File: src/rtl/handshake_const_arbiter.sv
// handshake_const_arbiter: round-robin arbiter sharing one registered constant output among NUM_REQ requesters.
// Define HANDSHAKE_CONST_ARB_FIXED_PRIO_EN to replace round-robin with fixed lowest-index-wins priority.
module handshake_const_arbiter #(
  parameter int DATA_WIDTH = 32,
  parameter int NUM_REQ = 4,
  parameter int IDX_W = (NUM_REQ > 1) ? $clog2(NUM_REQ) : 1,
  parameter logic [NUM_REQ*DATA_WIDTH-1:0] CONST_TABLE = '0
) (
  input  logic                  clk,
  input  logic                  rst,
  input  logic [NUM_REQ-1:0]    ctrl_valid,
  output logic [NUM_REQ-1:0]    ctrl_ready,
  output logic [DATA_WIDTH-1:0] outs,
  output logic [IDX_W-1:0]      outs_idx,
  output logic                  outs_valid,
  input  logic                  outs_ready
);
  logic             full;
  logic             grant;
  logic [IDX_W-1:0] win;
  logic             can_load;
  logic             fire;

  assign can_load   = !full || outs_ready;
  assign fire       = grant && can_load;
  assign outs_valid = full;
  assign ctrl_ready = (fire && !rst) ? NUM_REQ'(1) << win : '0;

`ifdef HANDSHAKE_CONST_ARB_FIXED_PRIO_EN
  // Lowest asserted index wins; scanning downwards lets the last hit be the lowest.
  always_comb begin
    grant = 1'b0;
    win   = '0;
    for (int k = NUM_REQ - 1; k >= 0; k--) begin
      if (ctrl_valid[k]) begin
        grant = 1'b1;
        win   = IDX_W'(k);
      end
    end
  end
`else
  logic [IDX_W-1:0] rr_ptr;

  // Scan from rr_ptr upwards modulo NUM_REQ; reverse order makes the first hit in scan order stick.
  always_comb begin
    grant = 1'b0;
    win   = '0;
    for (int k = NUM_REQ - 1; k >= 0; k--) begin
      if (ctrl_valid[(int'(rr_ptr) + k) % NUM_REQ]) begin
        grant = 1'b1;
        win   = IDX_W'((int'(rr_ptr) + k) % NUM_REQ);
      end
    end
  end

  // Pointer moves just past the winner on each accepted token and wraps at NUM_REQ-1.
  always_ff @(posedge clk) begin
    if (rst) rr_ptr <= '0;
    else if (fire) rr_ptr <= (win == IDX_W'(NUM_REQ - 1)) ? '0 : win + 1'b1;
  end
`endif

  // Output register: load the winner's constant on fire, otherwise drain when downstream accepts.
  always_ff @(posedge clk) begin
    if (rst) begin
      full     <= 1'b0;
      outs     <= '0;
      outs_idx <= '0;
    end else if (fire) begin
      full     <= 1'b1;
      outs     <= CONST_TABLE[int'(win)*DATA_WIDTH +: DATA_WIDTH];
      outs_idx <= win;
    end else if (outs_ready) begin
      full     <= 1'b0;
    end
  end
endmodule

File: config.mk
export PLATFORM = sky130hd
export DESIGN_NAME = handshake_const_arbiter
export DESIGN_NICKNAME = d
export VERILOG_FILES = /design/src/rtl/handshake_const_arbiter.sv
export SDC_FILE = /design/constraint.sdc
export NUM_CORES = 1
export LEC_CHECK = 0
export CORE_MARGIN = 4
export CORE_UTILIZATION = 34
export CTS_BUF_LIST = sky130_fd_sc_hd__clkbuf_4 sky130_fd_sc_hd__clkbuf_8
export CTS_CLUSTER_SIZE = 28
export DETAILED_ROUTE_END_ITERATION = 8
export PLACE_DENSITY = 0.82
export SETUP_SLACK_MARGIN = 0.5
export SLEW_MARGIN = 5
export SYNTH_ARGS = -nofsm -noshare
export SYNTH_HDL_FRONTEND = slang
export SYNTH_SLANG_ARGS = --single-unit
File: constraint.sdc
create_clock -name clk -period 2.1 [get_ports clk]
set_input_delay 0.315 -clock clk [delete_from_list [all_inputs] [get_ports clk]]
set_output_delay 0.315 -clock clk [all_outputs]
set_load 0.05 [all_outputs]
* Word-level counts from Yosys, hierarchy flattened
Index checks and enable logic that the tools add are counted. W data, S select, Z words.
Storage, ports and cells: flip-flop bits (word level) 37, bits of input ports 7, output and inout port bits 39, logic and storage cells 50
Cells by class: add/subtract/negate cells 4, order comparisons 4, eq/ne operators 1, shifts and indexed selects 2, muxes and demuxes 23, bitwise gates (word level) 3, reduce and logical (&&, ||, !) cells 9
Operators with widths (number):
- $shiftx A128 B8 Y32 const A | 1
- $mux W1 | 13
- $lt A3 B4 Y1 const B | 3
- $mux W2 | 5
- $bmux W1 S2 | 4
- $reduce_or A2 Y1 | 3
- $add A2 B1 Y2 const B | 2
- $add A2 B2 Y2 const B | 2
- $mux W4 | 1
- $shl A1 B2 Y4 const A | 1
- $and A1 B1 Y1 const A | 3
- $lt A2 B3 Y1 const B | 1
- $eq A2 B2 Y1 const B | 1
- $logic_and A1 B1 Y1 | 2
- $logic_not A1 Y1 | 2
- $reduce_bool A2 Y1 | 1
- $logic_or A1 B1 Y1 | 1

* Longest topological paths before layout
depth in word-level cells 13, mapped depth 8, depth with buffers taken out 8

* Worst setup path after synthesis
No wires, ideal clock.
path type reg2out, from register rr_ptr[1], to output ctrl_ready[3], arrival time 2.439 ns, required time 1.785 ns, path slack -0.654 ns, stages on the path, launching flop included 8, buffers on the path 0, cell sequence dfxtp_1 -> mux2i_1 -> nor2_1 -> or3_2 -> inv_1 -> ha_1 -> inv_1 -> nor3_1
Between the ends: elaborated cells between the ends (all ways) 26, those cells by class 3 x add/sub; 1 x shift; 20 x mux; 2 x reduce/logical
RTL lines:
- start: declaration | line 42 | logic [IDX_W-1:0] rr_ptr;
- start signal: assignment | line 59 | else if (fire) rr_ptr <= (win == IDX_W'(NUM_REQ - 1)) ? '0 : win + 1'b1;
- $add A2 B2 Y2 | line 49 | if (ctrl_valid[(int'(rr_ptr) + k) % NUM_REQ]) begin
- $bmux W1 S2 | line 49
- $mux W1 (implied by the code) (2 in series) | line 49
- $mux W2 (3 in series) | line 49
- $mux W2 (*) | line 49
- named net win[0] | line 20 | logic [IDX_W-1:0] win;
- $shl A1 B2 Y4 (*) | line 27 | assign ctrl_ready = (fire && !rst) ? NUM_REQ'(1) << win : '0;
- $mux W4 (*) | line 27
- end: declaration | line 12 | output logic [NUM_REQ-1:0] ctrl_ready,
The timed path passes the listed nets; every way through them passes the cells marked *. The select of a mux whose other input is x is not followed.

* Worst setup path in the final report
from register rr_ptr[1], to output ctrl_ready[0]
Between the ends: word-level cells in the longest chain between the ends 11, elaborated cells between the ends (all ways) 26, those cells by class 3 x add/sub; 1 x shift; 20 x mux; 2 x reduce/logical
Ends and longest elaborated chain:
- $add A2 B2 Y2 | line 49, 51
- $bmux W1 S2 | line 49
- $mux W1 (implied by the code) (2 in series) | line 49
- $mux W1 (4 in series) | line 49
- $logic_and A1 B1 Y1 | line 25 | assign fire = grant && can_load;
- $logic_and A1 B1 Y1 | line 27
- $mux W4 (*) | line 27
Every way passes the cells marked *; elsewhere a longest branch is shown, timed or not. The select of a mux whose other input is x is not followed.

==> qor.csv <==
stage,metric,value,unit
placement,global placer's final weighted congestion,0.766,
route,routed vias/inst,4.14,
die,row count,14,
min_path,Hold Path Origin,outs_idx[0],
power,Worst VDD drop,0.000468,V
sta,fmax,0.462,GHz
sta,Final min period,2.16,ns
worst_setup_path,"Arr. time, crit path",1.85,ns
min_path,Hold WC Path Type,flip-flop to flip-flop,
sta,final hold viol count,0,
finish,Nets,122,
yosys,"EDFF count, synth",0,
finish,share of layout cells above drive strength 1,34.5,%
sta,RSZ-0062 raised after global routing,yes,
global_routing,pin count of the biggest net entering global routing,9,
run,MaxCap Viol Count,0,
min_path,worst hold path depth,2,
route,Final ANT Viol Nets,0,
worst_setup_path,Crit. End Element,output port,
sta,post-route setup slack,-0.0641,ns
power,Switch Pwr,307,µW
yosys,cell taking the most area after synthesis,buf_4,
yosys,synth warn,0,
clock_tree,Root Driver,clkbuf_4,
power,Clock power frac,20.9,%
placement,dpl ws,-0.186,ns
yosys,share of the yosys chip area belonging to registers,16.8,%
placement,Placed Cells,117,
clock_tree,Num CTS Buffers,3,
worst_setup_path,Crit Path Category,flip-flop to output port,
yosys,Synth Instances,79,
yosys,mapped cell area,597,µm²
yosys,top-count cell post-synth,buf_4,
route,total routed wirelength,1.40,mm
yosys,most frequently used flop master after synthesis,dfxtp_1,
route,WL/cell,11.1,µm
clock_tree,Clock Sinks,5,
yosys,Synth Register Bits,5,
finish,area occupied by multi-input gates,433,µm²
die,DIE WIDTH,49.9,µm
worst_setup_path,"slowest stage cell, crit path",dfxtp_4,
clock_tree,hold_buf cts,0,
clock_tree,CTS max path bufs,2,
route,via count,522,
global_routing,first-pass GRT wire length,2.26,mm
finish,Final Instance Area,885,µm²
worst_setup_path,Reg2Reg Depth,7,
placement,I/O Buffers,13,
worst_setup_path,CP Launch Type,flip-flop,
global_routing,gr ovfl total,0,
route,Initial DRT Pass Iterations,4,
sta,crit share post-route,103,%
die,effective utilization at floorplan,37.9,%
sta,max-slew violations,0,
global_routing,initial antenna violation count,0,
worst_setup_path,r2r setup slk,0.42,ns
worst_setup_path,critical path's largest stage delay,0.37,ns
sta,number of setup violations in the final report,4,
worst_setup_path,"critical path, cell by cell","mux2i_1, nor2_1, or3_4, buf_4, ha_4, and2_4, buf_12",
power,Leak,0.456,nW
route,# DRC,0,
route,Initial DRC Count,7,
clock_tree,"Reg clk slew, reported paths",0.05,ns
worst_setup_path,r2r startpoint,rr_ptr[1],
yosys,asr flop ratio synth,0,%
yosys,Synth area leaders,"buf_4 (40%), dfxtp_1 (17%), ha_1 (8.4%)",
finish,Antenna Cells,0,
clock_tree,CTS tree,built,
finish,"Core Util, Final",56.1,%
die,I/O Pins,46,
sta,setup TNS,-0.179,ns
finish,Area Growth Syn to Fin,48.2,%
clock_tree,H-tree level count,1,
die,area of the die,2490,µm²
sta,final hold slack,0.452,ns
worst_setup_path,worst-path fanout max,5,
yosys,Synth top area share,40.3,%
power,internal power,316,µW
yosys,Yosys cell types,23,
placement,HPWL after DPL,1.01,mm
power,Flop pwr share,19.0,%
yosys,most frequent cells after synthesis,"buf_4 (32), a21oi_1 (7), dfxtp_1 (5), inv_1 (5)",
sta,clock skew,0.000216,ns
die,core box area,1580,µm²
finish,Register Area,104,µm²
placement,placed inst area,764,µm²
min_path,worst hold endpoint,outs_idx[0],
clock_tree,Skew-Pair Late Insertion Delay,0.25,ns
power,PwrDens,704,nW/µm²
power,Logic pwr share,60.2,%
worst_setup_path,Worst Path Required,1.78,ns
global_routing,vias in the first global route,517,
yosys,Syn Area/Cell,7.55,µm²
global_routing,global-route usage over all layers,11.9,%
worst_setup_path,end of the worst register-to-register path,rr_ptr[1],
power,sw frac,49.3,%
outcome,status,finished with violations,
outcome,violated checks,setup timing,
power,Total Power,623,µW
finish,fillers,158,
finish,Non-Filler Instances,126,
die,chip height,49.9,µm
flip-flops by register name (all words and copies together), names as in the netlist:
signal / count
outs_idx: 2
outs_valid: 1
rr_ptr: 2
layer usage:
layer  share of wire (%)  global-route usage, %  vias to the layer above  wire [µm]
li1                    -                      -                      256          -
met1                  40                   12.4                      234        556
met2                  50                   20.7                       30        705
met3                 8.7                   4.52                        2        122
met4                 1.1                   5.53                        0         16
met5                   0                      0                        -          0
final cells by class:
cell class                      instances  area share (%)
Multi-Input combinational cell         67            48.9
Timing Repair Buffer                   29            31.3
Sequential cell                         5            11.7
Clock buffer                            4            3.39
Inverter                                5            2.40
Tap cell                               16            2.26
worst max-delay path, delay by kind of cell (launching register included):
family	cells	cell delay (ns)
flops	1	0.37
simple gates	3	0.57
buf+inv	2	0.30
fa+ha+maj	1	0.14
mux	1	0.21
worst max-delay path by stage:
stage | from | to | slack (ns) | cells after the start
floorplan | rr_ptr[1] | ctrl_ready[3] | 0.22 | 7
global placement | ctrl_valid[2] | ctrl_ready[3] | -0.16 | 9
detailed placement | ctrl_valid[0] | ctrl_ready[3] | -0.19 | 10
global route | rr_ptr[1] | ctrl_ready[3] | -0.13 | 8
finish | rr_ptr[1] | ctrl_ready[0] | -0.06 | 7
CTS | rr_ptr[1] | ctrl_ready[3] | -0.05 | 8
placed cells by master, fill, tap and decap left out, drive strengths merged:
cell	instances
nor3	1
o22ai	1
o21a	1
clkbuf	4
nor2	4
or3	1
and2	3
conb	32
a21oi	7
a211oi	1
inv	5
nand3b	1
o31ai	1
nand2	4
clkdlybuf4s50	2
buf	20
dlygate4sd2	7
mux2i	1
o311ai	1
or2b	1
a21o	1
ha	4
nor4	1
or4	1
dfxtp	5
kinds of logic after synthesis:
group                    count (synthesis)  share of synthesized area (%)
AND/OR/NAND/NOR                         17                           15.1
buffers and inverters                   38                           44.0
other                                    1                          0.628
AO/OA/AOI/OAI                           13                           13.4
multiplexers                             1                           1.68
flip-flops                               5                           16.8
adder cells (fa/ha/maj)                  4                           8.39
power groups by stage:
stage / Combinational (mW) / Sequential [mW] / Clock [mW]
floorplan: 0.265 / 0.135 / 0
detailed placement: 0.324 / 0.119 / 0
global placement: 0.320 / 0.119 / 0
CTS: 0.363 / 0.117 / 0.137
finish: 0.375 / 0.118 / 0.130
global route: 0.394 / 0.120 / 0.142
timing repair:
| action | CTS | global route |
|---|---|---|
| pin swaps | 4 | 4 |
| cloned | 0 | 0 |
| resized for setup | 19 | 1 |
| buffers inserted | 4 | 1 |
| endpoints found under the setup margin | 11 | 6 |
Note: power is estimated with default switching activity, not from simulation.
